**config.mk**
```make
export PLATFORM = sky130hd
export DESIGN_NAME = mode_param_gen_flat
export DESIGN_NICKNAME = d
export VERILOG_FILES = /design/src/rtl/mode_param_gen_pkg.sv /design/src/rtl/mode_param_gen_if.sv /design/src/rtl/mode_param_gen_fade_ctrl.sv /design/src/rtl/mode_param_gen.sv /design/src/flat_wrapper.sv
export SDC_FILE = /design/constraint.sdc
export NUM_CORES = 1
export LEC_CHECK = 0
export CORE_MARGIN = 10
export CORE_UTILIZATION = 41
export DETAILED_ROUTE_END_ITERATION = 8
export PLACE_DENSITY = 0.89
export SYNTH_ARGS = -nofsm -noshare
export SYNTH_HDL_FRONTEND = slang
export SYNTH_HIERARCHICAL = 1
export SYNTH_SLANG_ARGS = --single-unit
```
**constraint.sdc**
```tcl
create_clock -name vin_clk_i -period 2.55 [get_ports vin_clk_i]
set_input_delay 0.51 -clock vin_clk_i [delete_from_list [all_inputs] [get_ports vin_clk_i]]
set_output_delay 0.51 -clock vin_clk_i [all_outputs]
set_load 0.005 [all_outputs]
```
**src/rtl/mode_param_gen_pkg.sv**
```systemverilog
// Shared constants, fade state encoding and the per-mode parameter decode
// for the mode_param_gen tone-mapping block.
package mode_param_gen_pkg;

   localparam int unsigned MODE_0    = 0;
   localparam int unsigned MODE_1    = 1;
   localparam int unsigned MODE_2    = 2;
   localparam int unsigned MODE_3    = 3;
   localparam int unsigned MODE_4    = 4;
   localparam int unsigned MODE_5    = 5;
   localparam int unsigned MODE_6    = 6;
   localparam int unsigned MODE_PASS = 7;

   localparam int unsigned UNITY_GAIN = 32768;
   localparam int unsigned GAIN_DIM2  = 21845;
   localparam int unsigned GAIN_HALF  = 16384;
   localparam int unsigned GAIN_DIM5  = 13763;
   localparam int unsigned RAMP_W     = 16;

   typedef enum logic [1:0] {
      STEADY   = 2'd0,
      FADE_OUT = 2'd1,
      FADE_IN  = 2'd2
   } fade_state_e;

   // shift is a 10-bit two's complement value, sign-extended by the user
   typedef struct packed {
      logic        inv;
      logic [9:0]  shift;
      logic [15:0] gain;
   } decode_t;

   function automatic decode_t decode_mode(input logic [31:0] mode,
                                           input logic        blk_y,
                                           input logic        blk_c,
                                           input logic        blk_l,
                                           input logic [7:0]  px_c,
                                           input logic [7:0]  px_l,
                                           input logic [7:0]  c_thresh);
      decode_t           d;
      logic signed [9:0] diff;
      d    = '{inv: 1'b0, shift: 10'd0, gain: 16'(UNITY_GAIN)};
      diff = '0;
      case (mode)
         MODE_0: d.inv = 1'b1;
         MODE_1: begin
            d.inv  = 1'b1;
            d.gain = 16'(GAIN_DIM2);
         end
         MODE_2: d.inv = blk_y;
         MODE_3: begin
            d.inv  = ~blk_c & blk_y;
            d.gain = blk_c ? 16'(GAIN_HALF) : 16'(UNITY_GAIN);
         end
         MODE_4: begin
            if (px_c < c_thresh) begin
               // lightness around mid-grey; 127 itself is the dead point
               if (blk_l && px_l != 8'd127) begin
                  diff    = $signed({2'b00, px_l}) - ((px_l >= 8'd128) ? 10'sd128 : 10'sd127);
                  d.shift = diff <<< 1;
               end
            end else begin
               // halve with truncation toward zero: bias negatives by +1 first
               diff    = $signed({2'b00, px_l}) - $signed({3'b000, px_c[7:1]});
               diff    = diff + 10'(diff[9]);
               d.shift = diff >>> 1;
               d.gain  = blk_l ? 16'(GAIN_DIM2) : 16'(UNITY_GAIN);
            end
         end
         MODE_5:  d.gain = 16'(GAIN_DIM5);
         MODE_6:  d.gain = 16'(GAIN_DIM2);
         default: d = '{inv: 1'b0, shift: 10'd0, gain: 16'(UNITY_GAIN)};
      endcase
      return d;
   endfunction

endpackage

```
**src/rtl/mode_param_gen_if.sv**
```systemverilog
// Pixel statistics in / tone-mapping parameters out for mode_param_gen.
// master drives statistics and frame sync; slave (the generator) drives parameters.
interface mode_param_gen_if #(
   parameter int unsigned MODE_W  = 3,
   parameter int unsigned GAIN_W  = 18,
   parameter int unsigned SHIFT_W = 30
);
   logic               vs_i;
   logic [MODE_W-1:0]  mode_i;
   logic               valid_i;
   logic               blk_Y_i;
   logic               blk_C_i;
   logic               blk_L_i;
   logic [7:0]         px_C_i;
   logic [7:0]         px_L_i;
   logic               valid_o;
   logic               inv_en_o;
   logic [SHIFT_W-1:0] shift_o;
   logic [GAIN_W-1:0]  gain_o;
   logic               fading_o;

   modport master (
      output vs_i, mode_i, valid_i, blk_Y_i, blk_C_i, blk_L_i, px_C_i, px_L_i,
      input  valid_o, inv_en_o, shift_o, gain_o, fading_o
   );

   modport slave (
      input  vs_i, mode_i, valid_i, blk_Y_i, blk_C_i, blk_L_i, px_C_i, px_L_i,
      output valid_o, inv_en_o, shift_o, gain_o, fading_o
   );
endinterface

```
**src/rtl/mode_param_gen_fade_ctrl.sv**
```systemverilog
// Frame-synchronous fade controller: ramps gain to zero, swaps the active mode,
// ramps back to unity. Built only when FANTASY_MODE_FADE_EN is defined.
`ifdef FANTASY_MODE_FADE_EN
module mode_param_gen_fade_ctrl
   import mode_param_gen_pkg::*;
#(
   parameter int unsigned MODE_W    = 3,
   parameter int unsigned RAMP_STEP = 4096
) (
   input  logic              clk_i,
   input  logic              rst_ni,
   input  logic              fb_i,
   input  logic [MODE_W-1:0] pending_mode_i,
   output logic [MODE_W-1:0] active_mode_o,
   output logic [RAMP_W-1:0] ramp_gain_o,
   output logic              fading_o
);
   fade_state_e       state_q, state_d;
   logic [MODE_W-1:0] active_mode_q, active_mode_d;
   logic [RAMP_W-1:0] ramp_q, ramp_d;
   logic [RAMP_W:0]   ramp_up;
   logic [RAMP_W-1:0] ramp_up_cap;
   logic [RAMP_W-1:0] ramp_down;

   always_comb begin
      state_d       = state_q;
      active_mode_d = active_mode_q;
      ramp_d        = ramp_q;
      ramp_up       = {1'b0, ramp_q} + (RAMP_W+1)'(RAMP_STEP);
      ramp_up_cap   = (ramp_up >= (RAMP_W+1)'(UNITY_GAIN)) ? RAMP_W'(UNITY_GAIN)
                                                           : ramp_up[RAMP_W-1:0];
      ramp_down     = (ramp_q > RAMP_W'(RAMP_STEP)) ? ramp_q - RAMP_W'(RAMP_STEP) : '0;
      if (fb_i) begin
         unique case (state_q)
            STEADY: if (pending_mode_i != active_mode_q) state_d = FADE_OUT;
            FADE_OUT: begin
               // the swap happens on the same boundary the ramp bottoms out
               ramp_d = ramp_down;
               if (ramp_down == '0) begin
                  active_mode_d = pending_mode_i;
                  state_d       = FADE_IN;
               end
            end
            FADE_IN: begin
               if (pending_mode_i != active_mode_q) begin
                  state_d = FADE_OUT;
               end else begin
                  ramp_d = ramp_up_cap;
                  if (ramp_up_cap == RAMP_W'(UNITY_GAIN)) state_d = STEADY;
               end
            end
            default: state_d = STEADY;
         endcase
      end
   end

   always_ff @(posedge clk_i) begin
      if (!rst_ni) begin
         state_q       <= STEADY;
         active_mode_q <= MODE_W'(MODE_PASS);
         ramp_q        <= RAMP_W'(UNITY_GAIN);
      end else begin
         state_q       <= state_d;
         active_mode_q <= active_mode_d;
         ramp_q        <= ramp_d;
      end
   end

   assign active_mode_o = active_mode_q;
   assign ramp_gain_o   = ramp_q;
   assign fading_o      = (state_q != STEADY);
endmodule
`endif

```
**src/rtl/mode_param_gen.sv**
```systemverilog
// Tone-mapping parameter generator: frame-synchronous mode switch, decode, gain
// product and one output register stage. FANTASY_MODE_FADE_EN enables the gain ramp.
module mode_param_gen
   import mode_param_gen_pkg::*;
#(
   parameter int unsigned MODE_W    = 3,
   parameter int unsigned GAIN_W    = 18,
   parameter int unsigned SHIFT_W   = 30,
   parameter int unsigned RAMP_STEP = 4096,
   parameter int unsigned C_THRESH  = 89
) (
   input  logic            vin_clk_i,
   input  logic            rst_ni,
   mode_param_gen_if.slave bus
);
   logic                     vs_q, vs_d;
   logic                     fb;
   logic [MODE_W-1:0]        pending_mode_q, pending_mode_d;
   logic [MODE_W-1:0]        active_mode;
   logic [RAMP_W-1:0]        ramp_gain;
   logic                     fading;
   decode_t                  dec;
   logic [GAIN_W+RAMP_W-1:0] product;
   logic                     valid_q, valid_d;
   logic                     inv_en_q, inv_en_d;
   logic                     fading_q, fading_d;
   logic [SHIFT_W-1:0]       shift_q, shift_d;
   logic [GAIN_W-1:0]        gain_q, gain_d;

   assign fb = bus.vs_i & ~vs_q;

   always_comb begin
      vs_d           = bus.vs_i;
      pending_mode_d = fb ? bus.mode_i : pending_mode_q;
   end

`ifdef FANTASY_MODE_FADE_EN
   mode_param_gen_fade_ctrl #(
      .MODE_W    (MODE_W),
      .RAMP_STEP (RAMP_STEP)
   ) u_fade_ctrl (
      .clk_i          (vin_clk_i),
      .rst_ni         (rst_ni),
      .fb_i           (fb),
      .pending_mode_i (pending_mode_q),
      .active_mode_o  (active_mode),
      .ramp_gain_o    (ramp_gain),
      .fading_o       (fading)
   );
`else
   logic [MODE_W-1:0] active_mode_q, active_mode_d;

   // a request lands in pending on one boundary and goes live on the next
   always_comb active_mode_d = fb ? pending_mode_q : active_mode_q;

   always_ff @(posedge vin_clk_i) begin
      if (!rst_ni) active_mode_q <= MODE_W'(MODE_PASS);
      else         active_mode_q <= active_mode_d;
   end

   assign active_mode = active_mode_q;
   assign ramp_gain   = RAMP_W'(UNITY_GAIN);
   assign fading      = 1'b0;
`endif

   // NOTE: every always_comb output gets a value on every path, so no latch is inferred.
   always_comb begin
      dec      = decode_mode(32'(active_mode), bus.blk_Y_i, bus.blk_C_i, bus.blk_L_i,
                             bus.px_C_i, bus.px_L_i, 8'(C_THRESH));
      product  = (GAIN_W+RAMP_W)'(dec.gain) * (GAIN_W+RAMP_W)'(ramp_gain);
      valid_d  = bus.valid_i;
      inv_en_d = dec.inv;
      shift_d  = {{(SHIFT_W-10){dec.shift[9]}}, dec.shift};
      gain_d   = GAIN_W'(product >> 15);
      fading_d = fading;
   end

   // NOTE: synchronous reset sits inside the clocked block, and all state uses
   // non-blocking assignments so each flop samples pre-edge values.
   always_ff @(posedge vin_clk_i) begin
      if (!rst_ni) begin
         vs_q           <= 1'b0;
         pending_mode_q <= MODE_W'(MODE_PASS);
         valid_q        <= 1'b0;
         inv_en_q       <= 1'b0;
         shift_q        <= '0;
         gain_q         <= GAIN_W'(UNITY_GAIN);
         fading_q       <= 1'b0;
      end else begin
         vs_q           <= vs_d;
         pending_mode_q <= pending_mode_d;
         valid_q        <= valid_d;
         inv_en_q       <= inv_en_d;
         shift_q        <= shift_d;
         gain_q         <= gain_d;
         fading_q       <= fading_d;
      end
   end

   assign bus.valid_o  = valid_q;
   assign bus.inv_en_o = inv_en_q;
   assign bus.shift_o  = shift_q;
   assign bus.gain_o   = gain_q;
   assign bus.fading_o = fading_q;
endmodule
```
**src/flat_wrapper.sv**
```systemverilog
// flat-port wrapper written by rule: the top's interface ports become plain ports
module mode_param_gen_flat import mode_param_gen_pkg::*;
#(
   parameter int unsigned MODE_W    = 3,
   parameter int unsigned GAIN_W    = 18,
   parameter int unsigned SHIFT_W   = 30,
   parameter int unsigned RAMP_STEP = 4096,
   parameter int unsigned C_THRESH  = 89
)
  (vin_clk_i, rst_ni, bus_vs_i, bus_mode_i, bus_valid_i, bus_blk_Y_i, bus_blk_C_i, bus_blk_L_i, bus_px_C_i, bus_px_L_i, bus_valid_o, bus_inv_en_o, bus_shift_o, bus_gain_o, bus_fading_o);
  mode_param_gen_if #(.MODE_W(MODE_W), .GAIN_W(GAIN_W), .SHIFT_W(SHIFT_W)) bus_i ();
  input  logic vin_clk_i;
  input  logic rst_ni;
  input wire logic [$bits(bus_i.vs_i)-1:0] bus_vs_i;
  input wire logic [$bits(bus_i.mode_i)-1:0] bus_mode_i;
  input wire logic [$bits(bus_i.valid_i)-1:0] bus_valid_i;
  input wire logic [$bits(bus_i.blk_Y_i)-1:0] bus_blk_Y_i;
  input wire logic [$bits(bus_i.blk_C_i)-1:0] bus_blk_C_i;
  input wire logic [$bits(bus_i.blk_L_i)-1:0] bus_blk_L_i;
  input wire logic [$bits(bus_i.px_C_i)-1:0] bus_px_C_i;
  input wire logic [$bits(bus_i.px_L_i)-1:0] bus_px_L_i;
  output wire logic [$bits(bus_i.valid_o)-1:0] bus_valid_o;
  output wire logic [$bits(bus_i.inv_en_o)-1:0] bus_inv_en_o;
  output wire logic [$bits(bus_i.shift_o)-1:0] bus_shift_o;
  output wire logic [$bits(bus_i.gain_o)-1:0] bus_gain_o;
  output wire logic [$bits(bus_i.fading_o)-1:0] bus_fading_o;
  assign bus_i.vs_i = bus_vs_i;
  assign bus_i.mode_i = bus_mode_i;
  assign bus_i.valid_i = bus_valid_i;
  assign bus_i.blk_Y_i = bus_blk_Y_i;
  assign bus_i.blk_C_i = bus_blk_C_i;
  assign bus_i.blk_L_i = bus_blk_L_i;
  assign bus_i.px_C_i = bus_px_C_i;
  assign bus_i.px_L_i = bus_px_L_i;
  assign bus_valid_o = bus_i.valid_o;
  assign bus_inv_en_o = bus_i.inv_en_o;
  assign bus_shift_o = bus_i.shift_o;
  assign bus_gain_o = bus_i.gain_o;
  assign bus_fading_o = bus_i.fading_o;
  mode_param_gen #(.MODE_W(MODE_W), .GAIN_W(GAIN_W), .SHIFT_W(SHIFT_W), .RAMP_STEP(RAMP_STEP), .C_THRESH(C_THRESH)) u_core (.vin_clk_i(vin_clk_i), .rst_ni(rst_ni), .bus(bus_i));
endmodule
```
# Word-level counts from Yosys, hierarchy flattened
# Cells that the tools add are included.
[word_totals] regBits=37 latch_bits=0 ram_bits=0 rom_bits=0 in_bits=26 elab_cells=39 n_memories=0
[classes] n_addsub=3 mul=0 div_mod_pow=0 n_lt_le_gt_ge=2 eq_ne=7 shift=0 mux=9 bitwise=4 reduce_logical=5
[ops] operator="$pmux W16 S4" count=1
[ops] operator="$mux W16" count=3
[ops] operator="$mux W10" count=3
[ops] operator="$add A10 B1 Y10" count=1
[ops] operator="$eq A3 B3 Y1 const B" count=3
[ops] operator="$sub A8 B7 Y9" count=1
[ops] operator="$sub A9 B9 Y9" count=1
[ops] operator="$ge A8 B8 Y1 const B" count=1
[ops] operator="$lt A8 B7 Y1 const B" count=1
[ops] operator="$mux W8" count=1
[ops] operator="$ne A8 B7 Y1 const B" count=1
[ops] operator="$eq A3 B2 Y1 const B" count=2
[ops] operator="$reduce_or A2 Y1" count=2
[ops] operator="$eq A3 B1 Y1 const B" count=1
[ops] operator="$logic_not A3 Y1" count=1
[ops] operator="$pmux W1 S3" count=1
[ops] operator="$and A1 B1 Y1" count=2
[ops] operator="$not A1 Y1" count=2
[ops] operator="$reduce_and A2 Y1" count=1
[ops] operator="$logic_and A1 B1 Y1" count=1

# Logic depth before layout (Yosys ltp)
# Gate-level depths: netlist (run 1).
[depth] word_depth=6 mapped_depth=13

# Least setup slack after synthesis (run 1)
# OpenSTA, ideal clock, no wires.
[synth_path] path_type="in2reg" startpoint="input bus_px_L_i[0]" endpoint="register u_core.shift_q[7] (netlist: u_core/bus.shift_o[7])" arrival_time_ns=2.626 t_required_ns=2.488 path_slack_ns=-0.138 stages=13 cell_sequence="inv_1 ha_1 inv_1 fa_1 a21o_1 a221oi_4 o21ai_2 nor2_1 ha_1 and2_2 nand4_1 nor4bb_1 nand3b_1"
[synth_via] elab_chain_cells=5 word_cells_on_any_way=9 cone_classes="add/sub: 3; order compare: 1; eq/ne: 1; mux: 3; reduce/logical: 1"
[synth_lines] item="from (decl)" line="flat_wrapper.sv:21" source="input wire logic [$bits(bus_i.px_L_i)-1:0] bus_px_L_i;"
[synth_lines] item="$ge A8 B8 Y1" line="mode_param_gen_pkg.sv:59" source="diff = $signed({2'b00, px_l}) - ((px_l >= 8'd128) ? 10'sd128 : 10'sd127);"
[synth_lines] item="$mux W8" line="mode_param_gen_pkg.sv:59"
[synth_lines] item="$sub A9 B9 Y9" line="mode_param_gen_pkg.sv:59"
[synth_lines] item="$mux W10" line="mode_param_gen_pkg.sv:58" source="if (blk_l && px_l != 8'd127) begin"
[synth_lines] item="$mux W10 *" line="mode_param_gen_pkg.sv:56" source="if (px_c < c_thresh) begin"
[synth_lines] item="to (signal assigned)" line="mode_param_gen.sv:94" source="shift_q <= shift_d;"
[synth_lines] item="to (decl)" line="mode_param_gen.sv:27" source="logic [SHIFT_W-1:0] shift_q, shift_d;"
# Mark *: on every way between the ends. The rest lies on a longest branch, timed or not.
# A chain may end at the register's enable or synchronous reset.

# Worst setup path in the final report (run 1)
# Ends and elaborated chain as after synthesis.

==> key figures, run 1 <==
Status
  • Status: complete, but fails checks
  • Violated checks: setup timing

Timing
  • Fmax: around 0.39 GHz
  • Slew headroom: 59.00%
  • Final Critical Period: 2557 ps
  • Max Slew Vio Count: 0
  • Setup Skew: 2.098 ps
  • Fin. Hold Viols: 0
  • Setup WS post-layout: -7.021 ps
  • Slew @ Worst Pin: 610.6 ps
  • Final setup fails: 1
  • RSZ-0062 raised after global routing: yes
  • Period utilization: 100.3%

Synth
  • Post-Synth XOR/XNOR Area: 4.537%
  • Asr flop ratio synth: 0%
  • Number of flops mapped to enable cells by yosys: 0
  • Syn Inst Count: 259
  • Synth top area share: 22.63%
  • Synth Area in Adders: between 10% and 20%
  • Syn Std Cell Area: about 0.0021 mm²
  • Sequential area share after synthesis: 22.63%
  • Top post-synthesis cells by area: dfxtp_1 23%, buf_4 12%, ha_1 11%
  • Most frequent cell after synthesis: buf_4
  • Synth Area in Compound Gates: about 20%
  • Synth cell count leaders: 34 x buf_4, 24 x dfxtp_1, 22 x inv_1
  • Count of warnings emitted by yosys: 6
  • Most used DFF post-synth: dfxtp_1
  • Mux cell area share after synthesis: 0.5303%
  • Post-Synth Simple-Gate Area: ~23%
  • #FFs+latches synth: 24
  • Largest family of logic cells by synthesized area: simple AND/OR/NAND/NOR gates
  • Cell variety after synth: 60
  • Synthesized area per cell: 8.198 µm²
  • Leading area contributor after synthesis: dfxtp_1

Layout
  • Layout area overhead: 56.63%
  • Ant diodes: 0
  • Final nets: 407
  • Share of post-route cells with drive strength above 1: about 29%
  • Fill cells: 377

Worst setup path
  • Crit path from: bus_px_L_i[0]
  • Req. time, crit path: 2770 ps
  • Startpoint Class: input port
  • Arr. time, crit path: 2780 ps
  • CP Capture Type: register
  • CP max FO: 3
  • Kind of critical path: input port to register
  • Worst R2R Path Depth: 6
  • Worst r2r src: u_core/active_mode[2]$_SDFFE_PN1P_

Global route
  • Total GRT Usage: 15.14%
  • Pin count of the biggest net entering global routing: 22
  • Vias in the first global route: 2306
  • First-pass GRT wire length: roughly 11000 µm
  • Initial antenna violation count: 0
  • GRT overflow: 0

Drt
  • Initial DRC count: between 100 and 150
  • Vias: 2228
  • DRC: 0
  • Top sig layer: met4
  • Via density: 5.193
  • Router iterations before antenna repair: 5
  • Met3 wire length: 625 µm
  • Routed length per placed instance: approximately 16 µm
  • Final wirelength: between 6000 and 7000 µm
  • Detail Route met2 WL: between 3000 and 4000 µm
  • Post-DRT Antenna Nets: 0
  • M1 wire length: 2644 µm

Die
  • Rows: 26
  • IO Pins: 77
  • Die area: 0.008458 mm²
  • Die Span Y: 91.97 µm
  • Die Wd: around 92 µm
  • Starting density of the core: roughly two fifths
  • Core outline area: 0.005075 mm²

Clocking
  • Num CTS Buffers: 3
  • Clock-pin slew on the worst setup and hold paths: 90 ps
  • Root Driver: clkbuf_8
  • CTS Sinks: 24
  • Max clock buf depth: 2
  • Total number of H-tree levels: 1
  • # hold bufs at CTS: 0
  • Clock Latency Late Sink: 270 ps
  • CTS tree: done

Power and ir drop
  • Combinational Power Share: 42.3%
  • Sw power: 410.2 µW
  • Power share of the clock group: 26.6%
  • Pwr Total: about 1300 µW
  • Internal power: 883.0 µW
  • Switching part of the total: 31.72%
  • Maximum vdd ir drop: 224.8 µV
  • Pwr Density: slightly below 400 mW/mm²
  • Sequential Power Share: 31.1%
  • Leak: about 0.0015 µW

Flow run
  • Max cap viols: 0

Place
  • Post-Place Worst Slack: -764.7 ps
  • Port bufs: between 60 and 70
  • Post-DP HPWL: 5206 µm
  • GPL Wtd Cong: roughly 0.87

Hold path
  • Min-Delay Path Depth: 2
  • Hold Path Class: register to register
  • Hold Path Origin: u_core/pending_mode_q[2]$_SDFFE_PN1P_
-- worst paths after layout --
| path | to | slack, ps |
|---|---|---|
| setup reg to reg | u_core/bus.shift_o[7]$_SDFF_PN0_ | 910 |
| hold / removal | u_core/pending_mode_q[2]$_SDFFE_PN1P_ | 480 |
| hold reg to reg | u_core/pending_mode_q[2]$_SDFFE_PN1P_ | 480 |
| setup / recovery | u_core/bus.shift_o[7]$_SDFF_PN0_ | -7 |
-- metal layers --
metal / track usage [%] / vias up
met5: 0 / -
met1: 16.37 / 1041
met4: 5.656 / 0
li1: - / 1061
met3: 3.586 / 17
met2: 27.76 / 109
-- cell type report --
class	count	area [µm²]	share of cell area, %
timing repair buffer	125	1119	33.63
tap	70	87.58	2.634
clock inverter	1	30.03	0.9029
sequential	24	480.5	14.45
inverter	22	98.84	2.972
clock buffer	3	41.29	1.242
multi-input combinational	184	1469	44.17
-- sequential cells by signal (all words and copies together), names as in the netlist --
signal                 cells
u_core/active_mode         3
u_core/bus.inv_en_o        1
u_core/pending_mode_q      3
u_core/vs_q                1
u_core/bus.shift_o        10
u_core/bus.gain_o          5
u_core/bus.valid_o         1
-- timing repair --
item                                    4_1_cts  5_1_grt
gates resized for setup                      36       21
endpoints found under the setup margin       10        8
pin swaps                                    15       17
buffers inserted                              5        2
endpoints found under the hold margin         0        0
-- logic make-up (layout without fill, tap and decap cells) --
family | count (synthesis) | in the layout
AOI/OAI and AO/OA | 56 | 56
xor gates and xnor gates | 11 | 11
adders and majority gates | 21 | 21
buffers and inverters | 57 | 151
DFF | 24 | 24
muxes | 1 | 1
other | 1 | 7
and+or+nand+nor | 88 | 88
-- power groups by stage --
stage	sequential, µW	combinational (µW)	clock (µW)
2_1_floorplan	410	270	0
3_3_place_gp	410	469	0
3_5_place_dp	411	486	0
4_1_cts	402	509	345
5_1_grt	405	593	357
6_report	403	547	344
-- placed cells by master, fill, tap and decap left out, drive strengths merged, types with 4 or more instances in the layout --
master,count
conb,7
nand2,19
inv,22
nand3,14
a211oi,5
o22ai,4
a21o,6
ha,19
dlygate4sd2,7
buf,58
xnor2,6
xor2,5
o21ai,13
nand2b,5
dfxtp,24
a21oi,10
and2,4
clkdlybuf4s50,55
nor2,21
-- worst max-delay path: stages --
cell and delay, ps:
buf_12 120, inv_16 50, ha_4 110, inv_2 40, fa_2 360, a21o_1 230, a221oi_4 270, o21ai_2 100
nor2_1 130, ha_2 190, and2_4 140, nand4_1 130, nor4bb_1 270, nand3b_1 130
-- per-stage QoR --
step | util [%] | TNS [ps] | hold WS, ps | instances | area [µm²]
finish | 65.53 | -7.021 | 479.5 | 429 | 3326
global route | 65.53 | -311.1 | 503.8 | 429 | 3326
CTS | 63.81 | 0 | 478.8 | 428 | 3238
detailed placement | 61.00 | -5578 | 452.8 | 420 | 3095
global placement | 61.00 | -4865 | 446.9 | 420 | 3095
floorplan | - | -73.28 | 440.4 | 265 | 2181
No activity file was read; power rests on OpenSTA's default activity.
==> inputs of run 2 (changes only) <==
- CORE_UTILIZATION: 41 -> 40
- PLACE_DENSITY: 0.89 -> 0.77
- SYNTH_HIERARCHICAL: 1 -> default
==> run 2 against run 1 <==
The run still ends with setup timing left. Sequential power about the same. Via count down 9.9%. Clock-buffer cell count unchanged. Register-to-register slack better by 130 ps. Clock skew up 7.8 ps. Global-route usage down 1.2 points. Largest cell class unchanged. Worst setup slack worse by 180 ps.
==> key figures, run 2 <==
Timing
  • Slew headroom: 65.30% (+6.3 points)
  • Fmax: 0.3653 GHz (-6.6%)
  • Setup WS post-layout: -187.5 ps (-180.5 ps)
  • Slew @ Worst Pin: 519.8 ps (-90.82 ps)
  • Max Slew Vio Count: 0 (unchanged)
  • Setup Skew: 9.856 ps (+7.758 ps)
  • Final Critical Period: 2738 ps (+180.5 ps)
  • RSZ-0062 raised after global routing: yes
  • Period utilization: 107.4% (+7.1 points)
  • Fin. Hold Viols: 0 (unchanged)
  • Hold WS: 472.3 ps (-7.145 ps)
  • Final setup fails: 3 (+2)

Synth
  • Count of warnings emitted by yosys: 0 (-6)
  • Synthesized area per cell: 8.180 µm² (-0.22%)
  • Syn Inst Count: 240 (-7.3%)
  • Number of flops mapped to enable cells by yosys: 0 (unchanged)
  • Leading area contributor after synthesis: dfxtp_1
  • Asr flop ratio synth: 0% (unchanged)
  • Top post-synthesis cells by area: dfxtp_1 24%, buf_4 13%, ha_1 12%
  • Cell variety after synth: 45 (-25%)
  • Most frequent cell after synthesis: buf_4
  • Sequential area share after synthesis: 24.47% (+1.8 points)
  • Syn Std Cell Area: 0.001963 mm² (-7.5%)
  • Synth top area share: 24.47% (+1.8 points)
  • Most used DFF post-synth: dfxtp_1
  • Synth cell count leaders: 34 x buf_4, 24 x dfxtp_1, 19 x ha_1, 19 x nand2_1, 15 x inv_1
  • #FFs+latches synth: 24 (unchanged)

Power and ir drop
  • Pwr Total: 1235 µW (-4.5%)
  • Maximum vdd ir drop: 223.6 µV (-0.54%)
  • Pwr Density: 385.1 mW/mm² (-0.98%)
  • Leak: 0.001387 µW (-6.1%)

Worst setup path
  • Startpoint Class: input port
  • Reg2reg setup slack: 1040 ps (+130 ps)
  • CP Capture Type: register
  • CP max FO: 3 (unchanged)
  • Worst r2r src: u_core.active_mode[2]$_SDFFE_PN1P_
  • Req. time, crit path: 2690 ps (-80 ps)
  • Worst R2R Path Depth: 4 (-2)
  • Arr. time, crit path: 2880 ps (+100 ps)
  • Worst r2r dst: u_core.bus.shift_o[7]$_SDFF_PN0_
  • Kind of critical path: input port to register

Layout
  • Ant diodes: 0 (unchanged)
  • Max reg flops: 10 (unchanged)
  • Final Instance Area: 0.003208 mm² (-3.5%)
  • Final nets: 391 (-3.9%)
  • Layout area overhead: 63.42%
  • Most frequent cells in the layout: 57 x buf_4, 55 x clkdlybuf4s50_1, 24 x dfxtp_1
  • Fill cells: 394 (+4.5%)
  • Share of post-route cells with drive strength above 1: 32.94% (+4.0 points)
  • Final non-filler cell total: 410 (-4.4%)
  • Commonest non-fill, non-tap cell in the layout: buf_4

Global route
  • Total GRT Usage: 13.90% (-1.2 points)
  • Pin count of the biggest net entering global routing: 22 (unchanged)
  • Initial antenna violation count: 0 (unchanged)
  • GRT overflow: 0 (unchanged)
  • Vias in the first global route: 2086 (-9.5%)
  • First-pass GRT wire length: 9798 µm (-9.4%)

Die
  • IO Pins: 77 (unchanged)
  • Die Wd: 90.06 µm (-2.1%)
  • Rows: 25 (-3.8%)
  • Die Span Y: 90.06 µm (-2.1%)
  • Die area: 0.008110 mm² (-4.1%)
  • Core outline area: 0.004755 mm² (-6.3%)
  • Starting density of the core: 41.29% (-0.55 points)

Drt
  • Post-DRT Antenna Nets: 0 (unchanged)
  • DRC: 0 (unchanged)
  • Vias: 2008 (-9.9%)
  • Router iterations before antenna repair: 4 (-1)
  • Initial DRC count: 73 (-30%)
  • Routed length per placed instance: 14.60 µm (-9.7%)
  • Final wirelength: 5984 µm (-14%)
  • Via density: 4.898 (-5.7%)

Hold path
  • Hold Path Origin: u_core.pending_mode_q[1]$_SDFFE_PN1P_
  • Hold endpoint: u_core.active_mode[1]$_SDFFE_PN1P_
  • Min-Delay Path Depth: 2 (unchanged)
  • Hold Path Class: register to register

Status
  • Violated checks: setup timing
  • Status: complete, but fails checks

Place
  • Post-Place Worst Slack: -884.8 ps (-120.0 ps)
  • Post-DP HPWL: 4640 µm (-11%)
  • Port bufs: 69 (unchanged)
  • GPL Wtd Cong: 0.8777 (+0.42%)
  • Dpl cells: 397 (-5.5%)
  • Placed standard-cell area: 0.002944 mm² (-4.9%)

Clocking
  • Clock-pin slew on the worst setup and hold paths: 90 ps (about the same)
  • CTS Sinks: 24 (unchanged)
  • # hold bufs at CTS: 0 (unchanged)
  • Num CTS Buffers: 3 (unchanged)
  • Total number of H-tree levels: 1 (unchanged)
  • Clock Latency Late Sink: 260 ps (about the same)
  • CTS tree: done
  • Root Driver: clkbuf_8
  • Max clock buf depth: 2 (unchanged)

Flow run
  • Max cap viols: 0 (unchanged)
run 2: cell type report:
cell class / instances / area, µm² / share of cell area [%]
inverter: 15 / 63.81 / 1.989
multi-input combinational: 171 / 1384 / 43.14
tap: 67 / 83.83 / 2.613
sequential: 24 / 480.5 / 14.98
clock buffer: 3 / 41.29 / 1.287
clock inverter: 1 / 30.03 / 0.9360
timing repair buffer: 129 / 1125 / 35.06
run 2: kinds of logic (layout without fill, tap and decap cells):
kind of cell               count (synthesis)  after routing  synth area share (%)
AOI/OAI and AO/OA                         45             45                 15.30
xor gates and xnor gates                  14             14                 6.246
adders and majority gates                 21             21                 14.15
buffers and inverters                     51            148                 16.25
DFF                                       24             24                 24.47
muxes                                      1              1                0.5736
other                                      1              7                0.1910
and+or+nand+nor                           83             83                 22.82
run 2: repair_timing:
item                                    CTS  global route
setup buffers                             7             2
endpoints found under the setup margin    9             7
pin swaps                                26            22
cloned                                    0             0
gates resized for setup                  65            12
run 2: metrics by stage:
stage / util (%) / TNS (ps)
after floorplan: - / -516.9
after CTS: 66.18 / -531.3
after detailed placement: 61.92 / -5986
after global routing: 67.47 / -687.1
final: 67.47 / -378.7
after global placement: 61.92 / -5519
run 2: power breakdown:
group / internal (µW) / switching [µW] / leakage, µW / total [µW]
logic: 283 / 226 / 0.00115 / 510
registers: 390 / 11.6 / 0.000196 / 402
clock network: 210 / 114 / 0.0000357 / 324
total: 883 / 352 / 0.00139 / 1240
run 2: worst max path at each step:
stage	startpoint	end	slack [ps]	cells past startpoint
final	bus_px_C_i[5]	u_core.bus.shift_o[5]$_SDFF_PN0_	-190	13
after global routing	bus_px_C_i[5]	u_core.bus.shift_o[5]$_SDFF_PN0_	-240	13
after CTS	bus_px_L_i[0]	u_core.bus.shift_o[5]$_SDFF_PN0_	-230	15
after detailed placement	bus_px_L_i[0]	u_core.bus.shift_o[5]$_SDFF_PN0_	-880	15
after global placement	bus_px_L_i[0]	u_core.bus.shift_o[5]$_SDFF_PN0_	-790	15
after floorplan	bus_px_L_i[0]	u_core.bus.shift_o[5]$_SDFF_PN0_	-210	14
run 2: critical path, cell delays in order:
cell	delay, ps
dlygate4sd2_1	210
inv_2	50
ha_4	160
a21o_1	180
a211o_1	340
o21bai_4	190
nor2_2	90
ha_2	220
nand3_2	80
mux2_4	280
and4b_1	300
xor2_1	170
o22ai_1	90
run 2: metal layers:
layer,part of all wire [%],wire [µm],track usage (%)
met4,2.0,117,2.918
met2,51,3051,25.00
met3,4.9,293,3.076
met5,0,0,0
met1,42,2522,16.35
